==> src/rtl/status_register_unit.sv <==
// rtl/status_register_unit.sv - NZCV status register with exception save/restore, EX forwarding or flag-hazard stall
module status_register_unit #(
    parameter int FWD_EN = 1,
    parameter int CNT_W  = 16
) (
    input  logic             clk,
    input  logic             rst,
    input  logic             freeze,
    input  logic             ex_valid,
    input  logic             ex_s,
    input  logic [3:0]       ex_flags,
    input  logic             id_valid,
    input  logic [3:0]       id_cond,
    input  logic             exc_entry,
    input  logic             exc_return,
    output logic             n,
    output logic             z,
    output logic             c,
    output logic             v,
    output logic             flag_stall,
    output logic [3:0]       saved_flags,
    output logic [CNT_W-1:0] stall_count
);

    logic [3:0]       sr_q, sr_d;
    logic [3:0]       sv_q, sv_d;
    logic [CNT_W-1:0] cnt_q, cnt_d;
    logic             ex_wr;
    logic             hazard;
    logic [3:0]       flags_out;

    always_comb begin
        ex_wr  = ex_valid && ex_s;
        // AL (1110) and 1111 never read the flags, so they never hazard
        hazard = id_valid && (id_cond[3:1] != 3'b111) && ex_wr;

        flag_stall = (FWD_EN == 0) ? hazard : 1'b0;
        flags_out  = ((FWD_EN != 0) && ex_wr) ? ex_flags : sr_q;

        sr_d  = sr_q;
        sv_d  = sv_q;
        cnt_d = cnt_q;
        if (!freeze) begin
            // entry wins over a simultaneous return; return squashes the EX write
            if (exc_return && !exc_entry) begin
                sr_d = sv_q;
            end else if (ex_wr) begin
                sr_d = ex_flags;
            end
            if (exc_entry) begin
                sv_d = sr_d;
            end
            if (flag_stall && (cnt_q != {CNT_W{1'b1}})) begin
                cnt_d = cnt_q + CNT_W'(1);
            end
        end
    end

    always_ff @(posedge clk or negedge rst) begin
        if (!rst) begin
            sr_q  <= 4'b0000;
            sv_q  <= 4'b0000;
            cnt_q <= '0;
        end else begin
            sr_q  <= sr_d;
            sv_q  <= sv_d;
            cnt_q <= cnt_d;
        end
    end

    assign {n, z, c, v} = flags_out;
    assign saved_flags  = sv_q;
    assign stall_count  = cnt_q;

endmodule

==> config.mk <==
export PLATFORM = sky130hd
export DESIGN_NAME = status_register_unit
export DESIGN_NICKNAME = d
export VERILOG_FILES = /design/src/rtl/status_register_unit.sv
export SDC_FILE = /design/constraint.sdc
export NUM_CORES = 1
export LEC_CHECK = 0
export CAP_MARGIN = 25
export CORE_MARGIN = 5
export CORE_UTILIZATION = 36
export CTS_CLUSTER_SIZE = 30
export DETAILED_ROUTE_END_ITERATION = 10
export GPL_ROUTABILITY_DRIVEN = 0
export PLACE_DENSITY = 0.83
export SLEW_MARGIN = 25
export SYNTH_ARGS = -nofsm -noshare
export SYNTH_HDL_FRONTEND = slang
export SYNTH_SLANG_ARGS = --single-unit
==> constraint.sdc <==
create_clock -name clk -period 2.3 [get_ports clk]
set_clock_uncertainty 0.1 [all_clocks]
set_input_delay 0.345 -clock clk [delete_from_list [all_inputs] [get_ports clk]]
set_output_delay 0.345 -clock clk [all_outputs]
set_load 0.02 [all_outputs]
### Yosys cells after proc, flatten, opt, wreduce, memory -nomap -nowiden

Index checks and enable logic that the tools add are counted.
W data, S select, Z words.

* muxes and demuxes: 2
* reductions and logical operators: 4
* bitwise gates (word level): 1

Operators with widths (count)
* $mux W4: 2
* $logic_and A1 B1 Y1: 2
* $reduce_and A2 Y1: 1
* $logic_not A1 Y1: 1
* $not A1 Y1: 1

* register bits: 8
* input bits: 16
* word-level logic and storage cells: 9
* output and inout bits: 25

### Longest topological paths before layout

Gate-level depths: netlist of run 1.

* word-level depth: 3
* depth in mapped cells: 4
* mapped depth without buffers: 3

### Least setup slack after synthesis of run 1

No wires, ideal clock.

* path kind: input-to-output
* from: input port ex_valid
* to: output port c
* path buffers: 0
* arrival: 891 ps
* cell stages on the path: 3
* required time: 1855 ps
* path slack: 964 ps
* path through: nand2_2 > mux2i_1 > inv_1

* word-level cells in the longest chain between the ends: 2

Ends and longest elaborated chain
* from (decl): line 9 `input logic ex_valid,`
* $logic_and A1 B1 Y1: line 33 `ex_wr = ex_valid && ex_s;`
* $mux W4: line 38 `flags_out = ((FWD_EN != 0) && ex_wr) ? ex_flags : sr_q;`
* to (decl): line 18 `output logic c,`

No other way between the ends.

### Worst setup path in the final report of run 1

* from: input port ex_valid
* to: output port v

* word-level cells in the longest chain between the ends: 2

Ends and longest elaborated chain
* $logic_and A1 B1 Y1: line 33
* $mux W4: line 38
* to (decl): line 19 `output logic v,`

No other way between the ends.

==> out/results.ini, run 1 <==
[outcome]
run_status=completed

[timing]
setup_viol=0
setup_tns_ns=0
timing.fmax_ghz=0.447
period_minus_slack_ns=2.24
rsz0062_at_grt=yes
drv_slew=0
setup_ws_ns=0.0642
hold_viol_final=0
finalCritPeriodShare_pct=97.2

[synth]
synth_top_area_cell=dfrtp_1
synth_area_um2=576
synth_cells=59
synth_seq_area_share_pct=34.8
synth.distinct_cells=13
ys_ff_latch=8
synth_warnings=0
synth_area_per_cell_um2=9.76
synth_top_area_share_pct=34.8
synth.area.top_cells=dfrtp_1 35%, buf_4 22%, a221oi_2 10%

[placement]
placed_area_um2=727
place_ws_ns=0.0436
dpl.hpwl_um=908
port_buffers=18

[finish]
finish.instance_area_um2=756
drive_gt1_share_pct=19.5
nets=100
antenna_cells=0
area_growth_pct=31.3

[cts]
ctsLongestPathBuffers=2
clkTransAtPathRegs_ns=0.05
postCtsSetupBuffers=0
clkLatencyLatePin_ns=0.25
tritoncts=built
cts_root_buffer=clkbuf_4
numCtsBuffers=3
h-tree-depth=1
clock_sinks=8

[setup_path]
worstSetupPathType=in -> out
cp.required_ns=1.86
worstSetupStartpointType=input port
critPathMaxFanout=4
crit_path_end_kind=output port
arrival_ns=1.79

[global_route]
grt.busiest_layer=met1
grt_usage_pct=9.20
met3_usage_pct=3.01
grt_pass1_vias=382
use_met2_pct=11.9
antenna_found_initial=0
met1_usage_pct=12.9
globalRoute.totalOverflow=0
grt_pass1_wl_mm=1.77
grt_max_degree=11

[drt]
num_vias=408
drt_iter0_drc=4
drc=0
finalWirelength_mm=1.12
post_drt_wl_per_cell_um=11.4
first_pass_iters=4
vias_per_cell=4.16
ant_nets=0

[die]
die_h_um=50.0
rows=14
ios=41
initial_core_util_pct=38.2
fp.dieW_um=50.0
dieArea_mm2=0.00250
coreArea_mm2=0.00151

[power]
p_per_area_mw_per_mm2=691
irDropWorstVdd_v=0.000347
p_leak_uw=0.000392

[hold_path]
hp-class=in -> async

[flow_run]
maxCapViolCount=0

==> power breakdown <==
part | total [uW] | switching, uW | internal (uW)
clock | 105 | 45.3 | 59.6
combinational | 231 | 123 | 108
sequential | 186 | 17.8 | 168
==> critical path: stages <==
cell             delay, ns
clkdlybuf4s50_1       0.41
nand2_2               0.14
mux2i_1               0.29
inv_1                 0.07
clkdlybuf4s50_1       0.54
==> synth_stat cells <==
cell type / count
a221oi_2: 4
buf_4: 17
buf_6: 1
conb_1: 1
dfrtp_1: 8
inv_1: 8
mux2i_1: 4
nand2_1: 4
nand2_2: 1
nand2b_4: 2
nor2b_4: 1
nor3_1: 4
o21ai_1: 4
==> per-stage QoR <==
step	std cells	util (%)	power [uW]	hold slack, ns
floorplan	75	-	335	-0.0506
global placement	95	48.3	414	0.402
detailed placement	95	48.3	417	0.412
CTS	98	49.8	527	0.284
global route	98	50.2	556	0.313
finish	98	50.2	522	0.281
==> registers in the layout (all words and copies together) (netlist names) <==
signal       cells
sr_q             4
saved_flags      4
==> cells in the final DEF, fill, tap and decap left out, drive strengths merged <==
cell and n:
dlymetal6s2s 1, dfrtp 8, inv 8, nand2 5, o21ai 4, nor3 4
a221oi 4, nor2b 1, conb 17, buf 4, clkbuf 3, mux2i 4
nand2b 2, clkdlybuf4s50 17
==> final timing paths <==
kind                                                  from                          to  slack, ns  cells past startpoint
worst max register to register         sr_q[0]$_DFFE_PN0N_         sr_q[0]$_DFFE_PN0N_       1.25                      3
worst min-delay path                                   rst         sr_q[0]$_DFFE_PN0N_       0.28                      1
max in group asynchronous                              rst  saved_flags[3]$_DFFE_PN0P_       1.55                      1
worst min register to register  saved_flags[2]$_DFFE_PN0P_  saved_flags[2]$_DFFE_PN0P_       0.42                      2
worst max-delay path                              ex_valid                           v       0.06                      5
min in group clk                saved_flags[2]$_DFFE_PN0P_  saved_flags[2]$_DFFE_PN0P_       0.42                      2
==> routing by layer <==
metal / vias up / routed length, um / share of wire [%]
li1: 208 / - / -
met1: 177 / 520 / 46
met4: 0 / 0 / 0
met2: 23 / 482 / 43
met5: - / 0 / 0
met3: 0 / 116 / 10
==> timing repair <==
item,in CTS,in global routing
gates resized for setup,0,2
hold buffers,0,0
setup endpoints to repair,0,2
==> area by class of cell <==
class                           count  area (um2)
Fill cell                         146         751
Tap cell                           16        20.0
Multi-Input combinational cell     41         270
Sequential cell                     8         200
Clock buffer                        3        22.5
Inverter                            8        30.0
Timing Repair Buffer               22         213
==> logic make-up (layout without fill, tap and decap cells) <==
group / after synthesis / count (layout) / share of synthesized area [%]
muxes: 4 / 4 / 6.96
and+or+nand+nor: 12 / 12 / 14.3
DFF: 8 / 8 / 34.8
buffers and inverters: 26 / 33 / 29.3
other: 1 / 17 / 0.652
AOI/OAI and AO/OA: 8 / 8 / 13.9
Power figures use the tool's default switching activity.
==> inputs of run 2 (changes only) <==
- PLACE_DENSITY: 0.83 -> 0.87
==> run 2 against run 1 <==
Compared with the run above:
- sequential share of layout area is 0.13 points higher
- largest power group unchanged
- critical path depth stayed put
- sequential cell count stayed put
- worst hold slack worse by 0.019 ns
- utilization is 0.25 points lower
- sequential power hardly changed
- register-to-register slack worse by 0.03 ns
- fmax is 0.86% lower
- final cell count stayed put
- total power is 0.66% higher
- combinational power hardly changed
- non-clock buffer count stayed put
==> out/results.ini, run 2 (same netlist as run 1, synthesis figures left out) <==
[setup_path]
cp_common_cell=clkdlybuf4s50_1
cp.required_ns=1.86  ; about the same
crit_chain=clkdlybuf4s50_1, nand2_2, mux2i_1, inv_1, clkdlybuf4s50_1
crit_path_end=c
reg2reg_slack_ns=1.22  ; -0.03 ns
cpPeakStageDelay_ns=0.54  ; about the same
reg2regPathDepth=3  ; unchanged
critPathMaxFanout=4  ; unchanged
crit_path_end_kind=output port
timing.rr.end=saved_flags[1]$_DFFE_PN0P_
slowest_stage=clkdlybuf4s50_1
critPathLaunch=ex_valid
arrival_ns=1.81  ; +0.02 ns
worstSetupStartpointType=input port
worstSetupPathType=in -> out
reg2reg_from=sr_q[1]$_DFFE_PN0N_

[drt]
drt_iter0_drc=4  ; unchanged
drc=0  ; unchanged
post_drt_wl_per_cell_um=11.7  ; +2.5%
first_pass_iters=3  ; -1
ant_nets=0  ; unchanged
vias_per_cell=4.22  ; +1.5%
num_vias=414  ; +1.5%
finalWirelength_mm=1.15  ; +2.5%

[global_route]
grt_max_degree=11  ; unchanged
grt_pass1_vias=414  ; +8.4%
globalRoute.totalOverflow=0  ; unchanged
grt_usage_pct=10.3  ; +1.1 points
grt_pass1_wl_mm=1.89  ; +7.0%
antenna_found_initial=0  ; unchanged

[placement]
dpl.hpwl_um=956  ; +5.3%
post-place-cells=95  ; unchanged
port_buffers=18  ; unchanged
place_ws_ns=-0.000561  ; -0.0441 ns

[cts]
clock_sinks=8  ; unchanged
cts_hold_buf=0  ; unchanged
cts_root_buffer=clkbuf_4
tritoncts=built
clkTransAtPathRegs_ns=0.06  ; about the same
h-tree-depth=1  ; unchanged
numCtsBuffers=3  ; unchanged
ctsLongestPathBuffers=2  ; unchanged
clkLatencyLatePin_ns=0.25  ; about the same

[timing]
drv_slew=0  ; unchanged
timing.fmax_ghz=0.443  ; -0.86%
setup_ws_ns=0.0448  ; -0.0195 ns
period_minus_slack_ns=2.26  ; +0.0195 ns
hold_viol_final=0  ; unchanged
rsz0062_at_grt=yes
setup_viol=0  ; unchanged
finalCritPeriodShare_pct=98.1  ; +0.85 points

[flow_run]
maxCapViolCount=0  ; unchanged

[power]
irDropWorstVdd_v=0.000322  ; -7.1%
p_leak_uw=0.000396  ; +0.95%
p_per_area_mw_per_mm2=699  ; +1.2%

[finish]
area_growth_pct=30.7
instances_no_fill=98  ; unchanged
antenna_cells=0  ; unchanged
nets=100  ; unchanged
drive_gt1_share_pct=18.3  ; -1.2 points
layout_common_cells=17 x conb_1, 17 x clkdlybuf4s50_1, 8 x inv_1, 8 x dfrtp_1
regArea_um2=200  ; unchanged
multi_input_area_um2=267  ; -1.4%
nFillCells=147  ; +0.68%

[die]
fp.dieW_um=50.0  ; unchanged
initial_core_util_pct=38.2  ; unchanged
rows=14  ; unchanged
dieArea_mm2=0.00250  ; unchanged
die_h_um=50.0  ; unchanged
coreArea_mm2=0.00151  ; unchanged
ios=41  ; unchanged

[hold_path]
hp-class=in -> async

[outcome]
run_status=completed

## run 2: changes by cell type in the layout (fill, tap and decap cells not counted)
cell,previous run,this run
mux2i_2,1,0
mux2i_1,3,4
## run 2: metrics by stage
step | setup TNS, ns | util [%] | hold WS (ns) | total power (uW) | cell area (um2)
4_1_cts | 0 | 49.8 | 0.269 | 531 | 749
5_1_grt | -0.0741 | 49.9 | 0.297 | 555 | 752
3_3_place_gp | 0 | 48.3 | 0.402 | 413 | 727
6_report | 0 | 49.9 | 0.263 | 525 | 752
2_1_floorplan | 0 | - | -0.0506 | 335 | 636
3_5_place_dp | -0.000561 | 48.3 | 0.412 | 419 | 727
## run 2: worst min-delay path by stage
stage / startpoint / endpoint / slack [ns] / cells after the start
final: rst / sr_q[1]$_DFFE_PN0N_ / 0.26 / 1
after global routing: rst / sr_q[3]$_DFFE_PN0N_ / 0.30 / 1
after CTS: rst / sr_q[1]$_DFFE_PN0N_ / 0.27 / 1
after detailed placement: saved_flags[0]$_DFFE_PN0P_ / saved_flags[0]$_DFFE_PN0P_ / 0.41 / 2
after global placement: saved_flags[1]$_DFFE_PN0P_ / saved_flags[1]$_DFFE_PN0P_ / 0.40 / 2
after floorplan: rst / saved_flags[0]$_DFFE_PN0P_ / -0.05 / 0
## run 2: what timing repair did
action / CTS / global route
buffers inserted: 0 / 0
gates resized for setup: 0 / 1
setup endpoints to repair: 0 / 3
hold endpoints to repair: 0 / 0
## run 2: where the power goes
part / internal (uW) / switching, uW
combinational: 107 / 122
sequential: 168 / 18.0
clock: 59.9 / 50.0
total: 335 / 190
## run 2: cell type report
| type | instances | share of cell area (%) |
|---|---|---|
| multi-input combinational | 41 | 35.4 |
| timing repair buffer | 22 | 28.3 |
| sequential | 8 | 26.6 |
| inverter | 8 | 3.99 |
| clock buffer | 3 | 3.00 |
| tap | 16 | 2.66 |
## run 2: worst max-delay path, delay by kind of cell
family | cells | cell delay (ns)
buf+inv | 3 | 1.02
mux | 1 | 0.31
simple gates | 1 | 0.13
## run 2: layer usage
metal / track usage [%] / wire length [um] / vias up
met3: 3.31 / 108 / 4
met1: 12.6 / 489 / 183
met4: 10.5 / 47 / 0
li1: - / - / 205
met2: 13.4 / 503 / 22
met5: 0 / 0 / -
